$ cat src/rtl/if_stage.sv
// Instruction fetch stage: one outstanding instruction-memory read feeding a
// 2-entry in-order queue toward decode, with not-taken prediction and redirect flush.
module if_stage #(
    parameter logic [31:0] RESET_PC = 32'h0000_0060
) (
    input  logic        clk,
    input  logic        rst,
    output logic        imem_read,
    output logic [31:0] imem_address,
    input  logic [31:0] imem_rdata,
    input  logic        imem_resp,
    input  logic        stall,
    input  logic        redirect,
    input  logic [31:0] redirect_pc,
    output logic        out_valid,
    output logic [31:0] out_pc,
    output logic [31:0] out_inst
);

    localparam int unsigned XLEN  = 32;
    localparam int unsigned CNT_W = 2;
    localparam int unsigned DEPTH = 2;

    typedef enum logic [1:0] {
        S_IDLE  = 2'd0,
        S_FETCH = 2'd1,
        S_DROP  = 2'd2
    } state_e;

    typedef struct packed {
        logic [XLEN-1:0] pc;
        logic [XLEN-1:0] inst;
    } fq_entry_t;

    state_e          state_q, state_d;
    logic [CNT_W-1:0] count_q, count_d, count_pop;
    logic [XLEN-1:0] fetch_pc_q, fetch_pc_d;
    fq_entry_t       head_q, head_d, tail_q, tail_d, rsp_entry;
    logic            imem_read_q, imem_read_d;
    logic [XLEN-1:0] imem_address_q, imem_address_d;
    logic            out_valid_q, out_valid_d;
    logic            pop, push;

    // Next-state, queue and registered-output computation
    always_comb begin
        state_d    = state_q;
        count_d    = count_q;
        fetch_pc_d = fetch_pc_q;
        head_d     = head_q;
        tail_d     = tail_q;
        push       = 1'b0;
        pop        = (count_q != '0) && !stall;
        count_pop  = count_q - CNT_W'(pop);
        rsp_entry  = {fetch_pc_q, imem_rdata};

        if (redirect) begin
            // Flush wins over a same-cycle response; a read still in flight must be drained
            count_d    = '0;
            fetch_pc_d = redirect_pc & ~XLEN'(32'd3);
            state_d    = (state_q != S_IDLE && !imem_resp) ? S_DROP : S_FETCH;
        end else begin
            unique case (state_q)
                S_IDLE: begin
                    if (count_q < CNT_W'(DEPTH)) state_d = S_FETCH;
                end
                S_FETCH: begin
                    if (imem_resp) begin
                        push       = 1'b1;
                        fetch_pc_d = fetch_pc_q + XLEN'(32'd4);
                        // Keep fetching only while the queue still has room after this push
                        state_d    = (count_pop == '0) ? S_FETCH : S_IDLE;
                    end
                end
                S_DROP: begin
                    if (imem_resp) state_d = S_FETCH;
                end
                default: state_d = S_IDLE;
            endcase

            if (pop) head_d = tail_q;
            if (push) begin
                if (count_pop == '0) head_d = rsp_entry;
                else                 tail_d = rsp_entry;
            end
            count_d = count_pop + CNT_W'(push);
        end

        imem_read_d    = (state_d != S_IDLE);
        imem_address_d = (state_d == S_DROP) ? imem_address_q : fetch_pc_d;
        out_valid_d    = (count_d != '0);
    end

    always_ff @(posedge clk or negedge rst) begin
        if (!rst) begin
            state_q        <= S_IDLE;
            count_q        <= '0;
            fetch_pc_q     <= RESET_PC;
            head_q         <= '0;
            tail_q         <= '0;
            imem_read_q    <= 1'b0;
            imem_address_q <= RESET_PC;
            out_valid_q    <= 1'b0;
        end else begin
            state_q        <= state_d;
            count_q        <= count_d;
            fetch_pc_q     <= fetch_pc_d;
            head_q         <= head_d;
            tail_q         <= tail_d;
            imem_read_q    <= imem_read_d;
            imem_address_q <= imem_address_d;
            out_valid_q    <= out_valid_d;
        end
    end

    assign imem_read    = imem_read_q;
    assign imem_address = imem_address_q;
    assign out_valid    = out_valid_q;
    assign out_pc       = head_q.pc;
    assign out_inst     = head_q.inst;

endmodule
$ cat config.mk
export PLATFORM = sky130hd
export DESIGN_NAME = if_stage
export DESIGN_NICKNAME = d
export VERILOG_FILES = /design/src/rtl/if_stage.sv
export SDC_FILE = /design/constraint.sdc
export NUM_CORES = 1
export LEC_CHECK = 0
export BUFFER_PORTS_ARGS = -buffer_cell sky130_fd_sc_hd__buf_2
export CAP_MARGIN = 20
export CORE_UTILIZATION = 60
export CTS_BUF_LIST = sky130_fd_sc_hd__clkbuf_8 sky130_fd_sc_hd__clkbuf_16
export DETAILED_ROUTE_END_ITERATION = 12
export PLACE_DENSITY = 0.86
export REMOVE_ABC_BUFFERS = 1
export SYNTH_ARGS = -nofsm -noshare
export SYNTH_HDL_FRONTEND = slang
export SYNTH_SLANG_ARGS = --single-unit
$ cat constraint.sdc
create_clock -name clk -period 4.82 [get_ports clk]
set_clock_uncertainty 0.1 [all_clocks]
set_input_delay 1.446 -clock clk [delete_from_list [all_inputs] [get_ports clk]]
set_output_delay 1.446 -clock clk [all_outputs]
set_load 0.01 [all_outputs]
**Word-level counts from Yosys, hierarchy flattened**

Index checks and enable logic that the tools add are counted.

- Bits in registers: 198
- Bits of input ports: 69
- Output and inout port bits: 98
- Logic and storage cells: 47

- Add/sub/neg operators: 3
- Magnitude comparators: 1
- Eq/ne operators: 3
- Mux-type cells: 17
- Bitwise operators: 2
- Reductions and logical operators: 11

Operators by type and width:

| kind | number |
|---|---|
| two-way mux 64 bit | 3 |
| two-way mux 32 bit | 3 |
| adder 32 x 3 -> 32 bit (second input constant) | 1 |
| two-way mux 2 bit | 6 |
| nonzero test 2 bit | 4 |
| case mux 2 bit (3 select lines) | 1 |
| == test 2 bit (second input constant) | 2 |
| zero test 2 bit | 2 |
| two-way mux 1 bit | 4 |
| AND reduction 3 bit | 1 |
| adder 2 x 1 -> 2 bit | 1 |
| == test 2 x 1 -> 1 bit (second input constant) | 1 |
| logical AND 1 bit | 2 |
| zero test 1 bit | 2 |
| less-than comparator 2 bit (second input constant) | 1 |
| inverter 1 bit | 2 |
| subtractor 2 x 1 -> 2 bit | 1 |

**Longest topological paths before layout**

Gate-level depths: netlist (run 1).

- Word-level depth: 9
- Mapped depth: 10
- Gate-level depth less buffers: 9

**Worst setup path before layout (run 1)**

No wires, ideal clock.

- Kind: input to register
- From: input port stall
- To: register tail_q[10] (netlist name)
- Library setup time: 125 ps
- Data arrival time: 2855 ps
- Required time: 4595 ps
- Setup slack: 1741 ps
- Cell stages on the path: 5
- Buffers on the path: 1
- Path through: nor2_1 ha_1 a211oi_4 buf_2 mux2_2

- Longest elaborated chain between the ends: 6

Ends and longest elaborated chain:

| element | RTL line | text |
|---|---|---|
| start, declared | 12 | `input logic stall,` |
| zero test 1 bit | 52 | `pop = (count_q != '0) && !stall;` |
| logical AND 1 bit | 52 |  |
| subtractor 2 x 1 -> 2 bit | 53 | `count_pop = count_q - CNT_W'(pop);` |
| zero test 2 bit | 82 | `if (count_pop == '0) head_d = rsp_entry;` |
| inverter 1 bit (no line) | n/a |  |
| AND reduction 3 bit (no line) | n/a |  |
| end signal, assigned | 108 | `tail_q <= tail_d;` |
| end, declared | 38 | `fq_entry_t head_q, head_d, tail_q, tail_d, rsp_entry;` |

Every way passes these cells.
A chain may end at the register's enable or synchronous reset.

**Worst setup path after layout (run 1)**

- From: input port stall
- To: register head_q (netlist bit out_inst[12])

- Longest elaborated chain between the ends: 6
- Elaborated cells between the ends (all ways): 7
- Those cells by class: add/sub: 1; mux: 3; reduce/logical: 3

Ends and longest elaborated chain:

| element | RTL line | text |
|---|---|---|
| zero test 1 bit (*) | 52 |  |
| logical AND 1 bit (*) | 52 |  |
| subtractor 2 x 1 -> 2 bit | 53 |  |
| zero test 2 bit | 82 |  |
| two-way mux 64 bit | 82 |  |
| two-way mux 64 bit (*) | 81 | `if (push) begin` |
| end signal, assigned | 98 | `head_q <= '0;` |
| end signal, assigned | 107 | `head_q <= head_d;` |
| end, declared | 38 |  |

Mark *: on every way between the ends. The rest lies on a longest branch, timed or not.

==> results.cfg, run 1 <==
[worst_hold_path]
hold_path.class = reg2reg

[sta]
setup_ws_ps = 1260
rsz0062_at_grt = false
maxSlewViolCount = 0
setup_viol = 0
hold_viol_final = 0
slew_headroom_pct = 33.1
timing.fmax_ghz = 0.281
tightest_slew_ps = 1000
finalCritPeriodShare_pct = 73.9
tns_ps = 0
fin_crit_ps = 3560

[logic_synthesis]
synthDominantCellAreaShare_pct = 55.8
synth_area_um2 = 8690
synthArstFlopShare_pct = 100
ys_ff_latch = 198
yosys-top-cells-area = dfrtp_1 (56%), mux2_2 (11%), a22oi_1 (5.5%)
synthCells = 754
syn_area_per_cell_um2 = 11.5
synth-seq-area-share_pct = 57.0
synth_flop_cell = dfrtp_1
synth_area_leader_cell = dfrtp_1
yosys_warnings = 0
synth_cell_types = 50
synth_edf_count = 0

[setup_path]
end_kind = flop
cp_max_fo = 58
criticalPathCategory = in2reg
cp.arrival_ps = 3810
cp-start-kind = input port
critPathRequiredTime_ps = 5070

[grt]
grt_remaining_overflow = 0
grt_pass1_vias = 6059
gr-usage-all-layers_pct = 27.8
antenna_found_initial = 1
grt_max_degree = 108
grt_pass1_wl_um = 31500

[layout]
final_core_util_pct = 72.9
fillers = 1010
final_cell_area_um2 = 10200
drive_gt1_share_pct = 33.7
diodes = 0
final_cells = 1088
area_growth_pct = 17.3
num-nets-final = 967

[routing]
drtIter0Drc = 514
wl_um = 20100
drtPass1Iterations = 6
remaining_drc_errors = 0
viasPerCell = 6.00
post_drt_wl_per_cell_um = 18.4
num_vias = 6526
ant_nets = 0

[die]
core_um2 = 14000
start_util_pct = 62.2
die_y_um = 122
rows = 43
die_w_um = 122
ioPinCount = 167
dieArea_um2 = 15000

[clock_network]
clock_sinks = 198
cts_root_buffer = clkbuf_16
clock_latency_ps = 430
cts_resized = 0
hold_buffers = 0
clockBufferDepth = 2
cts_buffers = 17
cts_tree = done
htreeDepth = 4
clkTransAtPathRegs_ps = 70
post_cts_buffers = 0

[place]
globalplace.congestion = 0.775
dp_slack_ps = 894
port-buffer-count = 164
dp_hpwl_um = 12200
dp.cells = 1055
placed_area_um2 = 9650

[power_and_ir_drop]
leakagePower_nw = 4.67
peakVddDrop_mv = 0.287
power_density_nw_per_um2 = 554

[status]
status = completed

[flow_run]
drv_cap = 0
metal layers:
metal,up-vias,GRT usage (%),routed length [µm]
li1,2998,-,-
met1,3244,38.7,8740
met2,256,43.8,9490
met3,26,6.41,1520
met4,2,8.23,293
met5,-,0,9
critical path: stages:
cell and delay (ps):
buf_2 120, nor2_1 250, ha_1 260, inv_1 120, nor3_4 480, buf_4 690, a22oi_1 240, o21ai_1 180
metrics by stage:
stage               hold WS (ps)  total power (W)
global placement             349          0.00426
CTS                          372          0.00567
detailed placement           356          0.00435
finish                       366          0.00565
global route                 406          0.00598
floorplan                    359          0.00364
sequential cells by signal, summed over array words and instances (netlist names):
name and flops:
out_inst 32, state_q 2, out_valid 1, out_pc 32
fetch_pc_q 32, count_q 2, imem_address 32, tail_q 64
imem_read 1
cells by family after synthesis:
kind of cell	share of synthesized area [%]
mux	11.8
compound gates	13.5
simple gates	11.2
xor+xnor	2.82
buf+inv	3.19
flops	57.0
fa+ha+maj	0.432
layout by cell type (no fill, tap or decap), drive strengths merged, types with 2 or more instances in the layout:
cell type / n
and4: 2
buf: 174
mux2i: 3
o21ai: 82
nor3: 6
nand2: 90
a221o: 15
nand3: 13
clkinv: 4
ha: 3
nand2b: 4
dfrtp: 194
xnor2: 24
inv: 12
and3: 21
clkbuf: 19
nand3b: 6
nor4: 4
mux2: 88
nand4: 16
dfstp: 4
clkinvlp: 7
a21oi: 9
a22oi: 64
and2: 3
or2: 3
xor2: 4
nor3b: 2
nor2: 17
nor2b: 5
power by group:
| group | internal [W] | switching, W | total, W |
|---|---|---|---|
| logic | 0.000796 | 0.000963 | 0.00176 |
| clock network | 0.000676 | 0.000636 | 0.00131 |
| registers | 0.00224 | 0.000340 | 0.00258 |
| total | 0.00371 | 0.00194 | 0.00565 |
synthesized netlist by cell type, types with 8 or more instances:
library cell    n
mux2_2         82
a221o_1        15
a21oi_1         9
nand3_1        13
a22oi_1        64
o21ai_1        61
o21ai_0        21
xnor2_1        24
and3_1         21
nand4_1        15
inv_1           8
nor2_1         16
clkbuf_1       21
dfrtp_1       194
buf_2          27
nand2_1        90
cell type report:
cell class | instances | area [µm²] | share of cell area (%)
clock buffers | 18 | 439 | 4.31
multi-input cells | 494 | 3480 | 34.2
well taps | 180 | 225 | 2.21
inverters | 9 | 33.8 | 0.331
flip-flops and latches | 198 | 4960 | 48.6
repair buffers | 175 | 956 | 9.37
clock inverters | 14 | 103 | 1.01
final timing paths:
kind,startpoint,to,slack (ps),cells past startpoint
setup / recovery,stall,out_inst[12],1260,8
hold / removal,imem_address[3],imem_address[3],370,2
setup reg to reg,count_q[1],out_inst[12],1700,8
hold reg to reg,imem_address[3],imem_address[3],370,2
max in group asynchronous,rst,fetch_pc_q[6],2740,2
min in group asynchronous,rst,out_inst[3],970,1
(Power assumes the default switching activity.)
==> inputs of run 2 (changes only) <==
Settings changed: CORE_UTILIZATION 60 to 50, PLACE_DENSITY 0.86 to 0.76.
Clock period 4.82 ns to 3.25 ns, I/O delays scaled along.
==> run 2 against run 1 <==
Net effect: worst hold slack improved by 8.2 ps; combinational power rose by 49%; clock-buffer cell count rose by 5; routed wire length rose by 1.3%; largest power group unchanged; non-clock buffer count rose by 14; register-to-register slack got worse by 1100 ps; sequential share of layout area fell by 0.88 points; die area rose by 20%; clock power rose by 56%; design area rose by 1.9%.
==> results.cfg, run 2 (synthesis gave the netlist of run 1 again) <==
[status]
status = completed

[setup_path]
cp.arrival_ps = 2870
max_stage_delay_ps = 470
cp_num_buf_inv = 2
reg2reg_slack_ps = 620
worstPathCellList = nor2_1, nor2_1, ha_1, inv_1, nor3_4, buf_4, a22oi_1, o21ai_1
criticalPathCategory = reg2reg
cp_top_family = simple AND/OR/NAND/NOR gates
r2r_end = out_inst[10]
timing.rr.start = count_q[1]
crit_path_frequent_cell = nor2_1
crit_start = count_q[1]
cp_max_fo = 35
critPathSlowestCell = buf_4
end_kind = flop
critPathRequiredTime_ps = 3500
reg2regPathDepth = 8
cp-start-kind = flop

[layout]
num-nets-final = 981
final_common_cell = dfrtp_1
largest_register_ffs = 64
layout_common_cells = dfrtp_1 (194), buf_2 (162), nand2_1 (90)
final_cell_area_um2 = 10400
final_cells = 1140
top_register = tail_q
diodes = 0
area_growth_pct = 19.5
drive_gt1_share_pct = 34.3

[grt]
grt_max_degree = 84
grt_pass1_wl_um = 32800
gr-usage-all-layers_pct = 23.6
grt_remaining_overflow = 0
grt_pass1_vias = 6188
antenna_found_initial = 1

[routing]
ant_nets = 0
num_vias = 6414
drtIter0Drc = 263
drtPass1Iterations = 5
post_drt_wl_per_cell_um = 17.8
viasPerCell = 5.63
wl_um = 20300
remaining_drc_errors = 0

[sta]
rsz0062_at_grt = false
holdWs_ps = 375
slew_headroom_pct = 24.5
setup_viol = 0
finalCritPeriodShare_pct = 80.8
hold_viol_final = 0
maxSlewViolCount = 0
setup_ws_ps = 623
tightest_slew_ps = 1130
fin_crit_ps = 2630
timing.fmax_ghz = 0.381

[power_and_ir_drop]
power.total_w = 0.00848
leakagePower_nw = 4.79
peakVddDrop_mv = 0.406
power_density_nw_per_um2 = 816

[worst_hold_path]
hold_end = out_pc[6]
min_from = out_pc[6]
whs_path_depth = 2
hold_path.class = reg2reg

[die]
die_y_um = 134
dieArea_um2 = 17900
die_w_um = 134
core_um2 = 16800
ioPinCount = 167
start_util_pct = 51.9
rows = 47

[flow_run]
drv_cap = 0

[clock_network]
htreeDepth = 4
cts_resized = 0
clkTransAtPathRegs_ps = 70
clock_latency_ps = 430
hold_buffers = 0
cts_tree = done
post_cts_buffers = 0
cts_buffers = 17
cts_root_buffer = clkbuf_16
clockBufferDepth = 2
clock_sinks = 198

[place]
port-buffer-count = 164
dp.cells = 1110
dp_hpwl_um = 13400
dp_slack_ps = 235
globalplace.congestion = 0.783
placed_area_um2 = 9810
-- run 2: report_power, final --
group	switching, W	internal (W)	total, W
clock	0.000883	0.00117	0.00205
sequential	0.000488	0.00332	0.00381
combinational	0.00141	0.00120	0.00262
total	0.00278	0.00570	0.00848
-- run 2: worst max-delay path by stage --
stage,to,slack [ps],cells past startpoint
floorplan,out_pc[5],-2490,7
global placement,out_pc[21],260,8
detailed placement,out_inst[10],240,8
CTS,out_inst[10],630,8
global route,out_inst[30],440,8
finish,out_inst[10],620,8
-- run 2: through the flow --
stage               setup TNS, ps  util (%)
finish                          0      62.0
CTS                             0      62.0
global placement                0      58.5
global route                    0      62.0
floorplan                 -191530         -
detailed placement              0      58.5
-- run 2: cell type report --
type | count | area [µm²]
multi-input cells | 494 | 3480
repair buffers | 189 | 1060
fillers | 1405 | 6370
inverters | 9 | 33.8
well taps | 220 | 275
flip-flops and latches | 198 | 4960
clock inverters | 7 | 71.3
clock buffers | 23 | 508
-- run 2: layer usage --
metal	global-route usage, %	wire length, µm	vias up	share of wire, %
li1	-	-	3029	-
met1	33.4	9390	3184	46
met2	37.5	9830	186	48
met3	4.35	937	13	4.6
met4	6.50	143	2	0.70
met5	0	13	-	0.064
-- run 2: worst register-to-register path, stage by stage (launching register included) --
cell     delay (ps)
dfrtp_1         430
nor2_1          240
nor2_1          130
ha_1            380
inv_1           120
nor3_4          330
buf_4           470
a22oi_1         190
o21ai_1         160
